===== config.mk =====
export PLATFORM = sky130hd
export DESIGN_NAME = demux4_buf
export DESIGN_NICKNAME = d
export VERILOG_FILES = /design/src/rtl/demux4_pkg.sv /design/src/rtl/demux4_slot.sv /design/src/rtl/demux4_buf.sv
export SDC_FILE = /design/constraint.sdc
export NUM_CORES = 1
export LEC_CHECK = 0
export ABC_AREA = 1
export BUFFER_PORTS_ARGS = -buffer_cell sky130_fd_sc_hd__buf_2
export CAP_MARGIN = 20
export CORE_AREA = 10 10 114 116
export CTS_BUF_LIST = sky130_fd_sc_hd__clkbuf_4 sky130_fd_sc_hd__clkbuf_8
export DETAILED_ROUTE_END_ITERATION = 7
export DIE_AREA = 0 0 124 126
export PLACE_DENSITY = 0.91
export RECOVER_POWER = 100
export SYNTH_ARGS = -nofsm -noshare
export SYNTH_HDL_FRONTEND = slang
export SYNTH_SLANG_ARGS = --single-unit

===== constraint.sdc =====
create_clock -name clk -period 1.55 [get_ports clk]
set_clock_uncertainty 0.05 [all_clocks]
set_input_delay 0.155 -clock clk [delete_from_list [all_inputs] [get_ports clk]]
set_output_delay 0.155 -clock clk [all_outputs]
set_load 0.01 [all_outputs]

===== src/rtl/demux4_pkg.sv =====
// Shared types and constants for the registered 1-to-4 demultiplexer.
// Destination codes map 2'b00..2'b11 onto output slots q00..q11.
package demux4_pkg;

    typedef logic [1:0] dst_t;

    localparam dst_t DST_00 = 2'b00;
    localparam dst_t DST_01 = 2'b01;
    localparam dst_t DST_10 = 2'b10;
    localparam dst_t DST_11 = 2'b11;

    localparam int NUM_OUT = 4;

endpackage


===== src/rtl/demux4_slot.sv =====
// Single-entry output holding slot: data register plus valid flag.
// A load in the same cycle as a drain keeps the slot full with new data.
module demux4_slot #(
    parameter int WIDTH = 32
) (
    input  logic             clk,
    input  logic             reset,
    input  logic             flush,
    input  logic             load,
    input  logic             drain,
    input  logic [WIDTH-1:0] din,
    output logic [WIDTH-1:0] q,
    output logic             valid
);

    always_ff @(posedge clk) begin
        if (reset) begin
            valid <= 1'b0;
            q     <= '0;
        end else if (flush) begin
            valid <= 1'b0;
        end else if (load) begin
            valid <= 1'b1;
            q     <= din;
        end else if (drain) begin
            // data is left in place so q holds its last value
            valid <= 1'b0;
        end
    end

endmodule


===== src/rtl/demux4_buf.sv =====
// Registered 1-to-4 demultiplexer with per-destination holding slots.
// Define DEMUX4_BUF_CNT_EN to add saturating accepted-beat counters.
module demux4_buf
    import demux4_pkg::*;
#(
    parameter int WIDTH = 32
`ifdef DEMUX4_BUF_CNT_EN
    ,
    parameter int CNT_W = 16
`endif
) (
    input  logic             clk,
    input  logic             reset,
    input  logic             flush,
    input  logic             in_valid,
    output logic             in_ready,
    input  logic [WIDTH-1:0] in_data,
    input  dst_t             in_dst,
    output logic [WIDTH-1:0] q00,
    output logic [WIDTH-1:0] q01,
    output logic [WIDTH-1:0] q10,
    output logic [WIDTH-1:0] q11,
    output logic [3:0]       q_valid,
    input  logic [3:0]       q_ready
`ifdef DEMUX4_BUF_CNT_EN
    ,
    output logic [CNT_W-1:0] cnt00,
    output logic [CNT_W-1:0] cnt01,
    output logic [CNT_W-1:0] cnt10,
    output logic [CNT_W-1:0] cnt11
`endif
);

    logic               acc;
    logic [NUM_OUT-1:0] load;
    logic [NUM_OUT-1:0] drn;
    logic [WIDTH-1:0]   qa [NUM_OUT];

    // only the addressed slot gates acceptance
    assign in_ready = ~reset & ~flush
                    & (~q_valid[in_dst] | q_ready[in_dst]);
    assign acc = in_valid & in_ready;
    assign drn = q_valid & q_ready;

    always_comb begin
        load = '0;
        if (acc) begin
            unique case (in_dst)
                DST_00: load[0] = 1'b1;
                DST_01: load[1] = 1'b1;
                DST_10: load[2] = 1'b1;
                DST_11: load[3] = 1'b1;
            endcase
        end
    end

    for (genvar i = 0; i < NUM_OUT; i++) begin : g_slot
        demux4_slot #(
            .WIDTH(WIDTH)
        ) u_slot (
            .clk  (clk),
            .reset(reset),
            .flush(flush),
            .load (load[i]),
            .drain(drn[i]),
            .din  (in_data),
            .q    (qa[i]),
            .valid(q_valid[i])
        );
    end

    assign q00 = qa[0];
    assign q01 = qa[1];
    assign q10 = qa[2];
    assign q11 = qa[3];

`ifdef DEMUX4_BUF_CNT_EN
    logic [CNT_W-1:0] cnt [NUM_OUT];

    always_ff @(posedge clk) begin
        if (reset) begin
            for (int i = 0; i < NUM_OUT; i++) cnt[i] <= '0;
        end else begin
            for (int i = 0; i < NUM_OUT; i++) begin
                if (load[i] && (cnt[i] != '1))
                    cnt[i] <= cnt[i] + CNT_W'(1);
            end
        end
    end

    assign cnt00 = cnt[0];
    assign cnt01 = cnt[1];
    assign cnt10 = cnt[2];
    assign cnt11 = cnt[3];
`endif

endmodule


---- Word-level counts from Yosys, hierarchy flattened ----
Cells that the tools add are included.
cells by class
  bitwise logic cells ..................... 8
  mux-type cells .......................... 17
  divide/modulo/power cells ............... 0
  $lt $le $gt $ge ......................... 1
  shift-type cells ........................ 0
  reduce and logical (&&, ||, !) cells .... 10
  add/sub/neg operators ................... 0
  equal/unequal tests ..................... 3
  multipliers ............................. 0
operators with widths
  operator                                                                      count
  1-bit 2-to-1 mux                                                              14
  2-bit AND reduction                                                           4
  2-bit nonzero test                                                            4
  4-bit bitwise AND                                                             1
  1-bit binary-select mux with 2-bit select                                     2
  2-bit equality test, second input constant                                    2
  4-bit 2-to-1 mux                                                              1
  1-bit bitwise AND                                                             3
  2-bit by 3-bit less-than comparator with 1-bit output, second input constant  1
  1-bit inverter                                                                3
  2-bit by 1-bit equality test with 1-bit output, second input constant         1
  2-bit logical NOT                                                             1
  2-bit OR reduction                                                            1
  1-bit bitwise OR                                                              1
word-level totals
  memories ................................ 0
  bits in writable memories ............... 0
  bits in registers ....................... 132
  input bits .............................. 42
  bits in read-only memories .............. 0
  bits in latches ......................... 0

---- Logic depth before layout (Yosys ltp) ----
  depth in word-level cells ............... 8
  mapped depth ............................ 13

---- Cells and area by module ----
From an unflattened synthesis, not the netlist that was laid out.
unflattened totals
  cells, all modules ...................... 896
  area total of the unflattened synthesis .. 5874.4 um2
by module, submodules not included
  module       times used  area each (um2)  cells each
  demux4_slot  4           1422.6           214
  demux4_buf   1           183.9            40

---- Worst setup path before layout ----
Ideal clock, no wire load.
  path type ............................... input-to-reg
  from .................................... input in_dst[0]
  to ...................................... register g_slot[0].u_slot.q[0]
  setup time .............................. 0.113 ns
  data required time ...................... 1.387 ns
  path buffers ............................ 3
  stages .................................. 11
  path slack .............................. 0.194 ns
  arrival ................................. 1.193 ns
  cells stage by stage .................... buf_4 > nor2_2 > nand2_1 > nand2_1 > nor2_2 > nand2_2 > nand4_2 > buf_6 > buf_4 > nor2_1 > nor2_1
between the ends
  longest elaborated chain between the ends .. 8
  elaborated cells on any way between the ends .. 12
  classes of those cells .................. mux: 6; bitwise: 4; reduce/logical: 2
RTL lines
  what                                       RTL line           RTL
  start, declared                            demux4_buf.sv:18   input dst_t in_dst,
  1-bit binary-select mux with 2-bit select  demux4_buf.sv:41   & (~q_valid[in_dst] | q_ready[in_dst]);
  1-bit 2-to-1 mux (not written as such)     demux4_buf.sv:41
  1-bit inverter                             demux4_buf.sv:41
  1-bit bitwise OR                           demux4_buf.sv:41
  1-bit bitwise AND                          demux4_buf.sv:41
  1-bit bitwise AND                          demux4_buf.sv:42   assign acc = in_valid & in_ready;
  4-bit 2-to-1 mux *                         demux4_buf.sv:47   if (acc) begin
  2-bit AND reduction (no source line) *     n/a
  end signal, assigned                       demux4_slot.sv:24  q <= din;
  end, declared                              demux4_slot.sv:12  output logic [WIDTH-1:0] q,
Mark *: on every way between the ends. The rest lies on a longest branch, timed or not. The select of a mux whose other input is x is not followed.
A chain may end at the register's enable or synchronous reset.

---- Worst setup path in the final report ----
  from .................................... input q_ready[1]
  to ...................................... register g_slot[1].u_slot.q[31]
between the ends
  longest elaborated chain between the ends .. 7
RTL lines
  what                                       RTL line           RTL
  start, declared                            demux4_buf.sv:24   input logic [3:0] q_ready
  1-bit binary-select mux with 2-bit select  demux4_buf.sv:41
  1-bit 2-to-1 mux (not written as such)     demux4_buf.sv:41
  1-bit bitwise OR                           demux4_buf.sv:41
  1-bit bitwise AND                          demux4_buf.sv:41
  1-bit bitwise AND                          demux4_buf.sv:42
  4-bit 2-to-1 mux                           demux4_buf.sv:47
  2-bit AND reduction (no source line)       n/a
  end signal, assigned                       demux4_slot.sv:24
  end, declared                              demux4_slot.sv:12
Every way passes these cells. The select of a mux whose other input is x is not followed.

==> summary.md <==
| Metric | Value |
|---|---|
| Internal power | `5020 uW` |
| Highest clock rate | `648 MHz` |
| Vias per cell | `4.53` |
| Pin count of the biggest net entering global routing | `80` |
| Fin. max-slew vios | `0` |
| Hold EP | `g_slot[0].u_slot.q[1]` |
| Syn_area_per_cell | `6.49 sq um` |
| Detailed Place HPWL | `10500 microns` |
| Final worst-path cycle share | `99.5%` |
| Routability Congestion | `0.850` |
| Final ANT Viol Nets | `0` |
| R2R Setup Slk | `0.008 ns` |
| P_leak | `0.00426 uW` |
| Area leader, netlist | `dfxtp_1` |
| Most numerous cell in the Yosys netlist | `nand2_1` |
| Max-slew headroom | `77.2%` |
| Site row count | `38` |
| Clock Latency Late Sink | `0.41 ns` |
| WL/cell | `13.8 microns` |
| Root Driver | `clkbuf_8` |
| Worst-case reg-to-reg path depth | `11` |
| Buffers on Ports | `174` |
| Finished Cell Area | `0.00753 sq mm` |
| CTS H-tree lvls | `4` |
| Fraction of layout cells with a size suffix above 1 | `20.4%` |
| Post-DP Area | `0.00656 sq mm` |
| Reg2reg start | `g_slot[0].u_slot.valid` |
| # DRC | `0` |
| CTS tree | `yes` |
| Gate Count Post-Synth | `863` |
| Gr ovfl total | `0` |
| Syn nets | `905` |
| Core region area | `0.0107 sq mm` |
| Hold Slack | `0.226 ns` |
| Synth Flop Type | `dfxtp_1` |
| Antenna violations before repair | `0` |
| Post-synth EDFFs | `0` |
| CP arrival | `1.79 ns` |
| Startpoint type of the worst setup path | `input pin` |
| Final setup fails | `0` |
| Fin crit period | `1.54 ns` |
| Kind of critical path | `in2reg` |
| Unrepaired setup endpoints after global routing | `true` |
| Status | `finished, final reports clean` |
| Gr usage total | `19.3%` |
| Final wirelength | `16800 microns` |
| Switch share | `26.6%` |
| Post-synthesis cell type count | `14` |
| Number of I/O pins | `175` |
| Final hold vios | `0` |
| Clock Path Buffers | `2` |
| Top cells by count, synth | `273 x nand2_1, 259 x nor2_1, 135 x inv_1` |
| Mapped cell area | `0.00560 sq mm` |
| First-pass GRT wire length | `25000 microns` |
| Starting Density | `52.3%` |
| Utilization after layout | `70.4%` |
| Sequential power share | `51.2%` |
| Area Overhead vs Synth | `34.5%` |
| N_diodes | `0` |
| Hold_sp | `reset` |
| Clk pwr share | `39.5%` |
| DR iter-0 viols | `344` |
| Reg2reg end | `g_slot[1].u_slot.q[23]` |
| Yosys warnings | `0` |
| Die H | `126 microns` |
| Data required time of the critical path | `1.80 ns` |
| Crit-path max FO | `8` |
| Sw power | `1820 uW` |
| Area of the die | `0.0156 sq mm` |
| Synthesis-stage register bit count | `132` |
| Worst-path clk slew | `0.08 ns` |
| Die Wd | `124 microns` |
| Clock sink count | `132` |
| Worst Tran Pin Value | `0.342 ns` |
| Logic pwr share | `9.2%` |
| Async set or reset register ratio after synthesis | `0%` |
| Layout Nets | `1107` |
| Vias in the first global route | `5228` |
| TritonRoute pass-1 iters | `7` |
| Seq/Total Area, Yosys | `47.2%` |
| Worst vdd ir | `0.922 mV` |
| CTS buffer count | `17` |
| Top post-synthesis cells by area | `dfxtp_1 47%, nand2_1 18%, nor2_1 17%` |
| Pwr Density | `909 mW/mm^2` |
| Worst hold path depth | `5` |
| Routed via count | `5515` |
| Setup crit end kind | `register` |
| Top cell type's share of synthesized area | `47.2%` |
| Max-cap violations | `0` |
| Hold Crit Class | `in2reg` |
==> cells in the final DEF, fill, tap and decap left out, types with 6 or more instances in the layout <==
master         Yosys  final
nand2_1          273    252
nand2_4            0      7
nor2_2             2      8
dlygate4sd3_1      0     36
nand2_2            1     15
inv_1            135    134
buf_12             0     11
clkbuf_1          14     50
buf_2              4    122
nor2_1           259    250
dfxtp_1          132    130
clkbuf_8           0     17
clkinvlp_4         0      6
==> logic make-up (layout without fill, tap and decap cells) <==
family | Yosys count | in the layout | share of synthesized area [%]
flops | 132 | 132 | 47.2
simple gates | 542 | 542 | 37.2
buf+inv | 184 | 398 | 15.2
compound gates | 5 | 5 | 0.447
==> through the flow <==
stage               total power [uW]  std cells  setup TNS, ns  worst slack, ns
detailed placement              4100       1143              0          0.00925
global route                    7110       1217          -1.20          -0.0802
global placement                4090       1143              0           0.0821
floorplan                       3850        863              0            0.194
CTS                             6850       1210              0           0.0226
finish                          6840       1217              0          0.00769
==> what timing repair did <==
| item | CTS | global route |
|---|---|---|
| buffers inserted | 0 | 2 |
| hold endpoints to repair | 126 | 0 |
| setup endpoints to repair | 0 | 105 |
| gates resized for setup | 0 | 46 |
| hold buffers | 36 | 0 |
==> power groups by stage <==
stage	logic, uW	clock network [uW]	registers [uW]
2_1_floorplan	242	0	3610
3_3_place_gp	510	0	3580
3_5_place_dp	519	0	3580
4_1_cts	591	2760	3500
5_1_grt	702	2890	3510
6_report	632	2700	3500
==> worst max-delay path by stage <==
stage                            from                      to  slack, ns  depth (start not counted)
6_report                   q_ready[1]  g_slot[1].u_slot.q[31]      0.008                         12
5_1_grt        g_slot[3].u_slot.valid  g_slot[1].u_slot.q[27]      -0.08                         10
4_1_cts                    q_ready[2]  g_slot[1].u_slot.q[12]       0.02                         11
3_5_place_dp                in_dst[0]  g_slot[1].u_slot.q[12]      0.009                         11
3_3_place_gp                in_dst[0]  g_slot[1].u_slot.q[14]       0.08                         11
2_1_floorplan               in_dst[0]   g_slot[0].u_slot.q[0]       0.19                         11
==> registers in the layout (all words and copies together), names as in the netlist <==
register	count
g_slot.u_slot.valid	4
g_slot.u_slot.q	128
==> cell type report <==
class                   instances  area, sq um
inverters                     137          515
clock inverters                13          128
well taps                     140          175
repair buffers                230         1540
flip-flops and latches        132         2650
clock buffers                  18          241
fillers                       869         3170
multi-input cells             547         2280
==> worst max-delay path, cell delays in order <==
cell,delay [ns]
dlygate4sd3_1,0.52
buf_2,0.13
nand3_2,0.07
nand2_2,0.07
nor2_4,0.14
nand2_4,0.12
nand4_4,0.11
buf_12,0.16
buf_6,0.15
nand2_1,0.06
nand2_1,0.05
nor2_1,0.04
==> metal layers <==
metal	share of wire [%]	vias to the layer above	track usage (%)
met1	40	2455	21.3
met4	1.5	0	5.01
met5	0	-	0
li1	-	2853	-
met2	51	187	33.9
met3	8.1	20	7.10
Power figures use the tool's default switching activity.
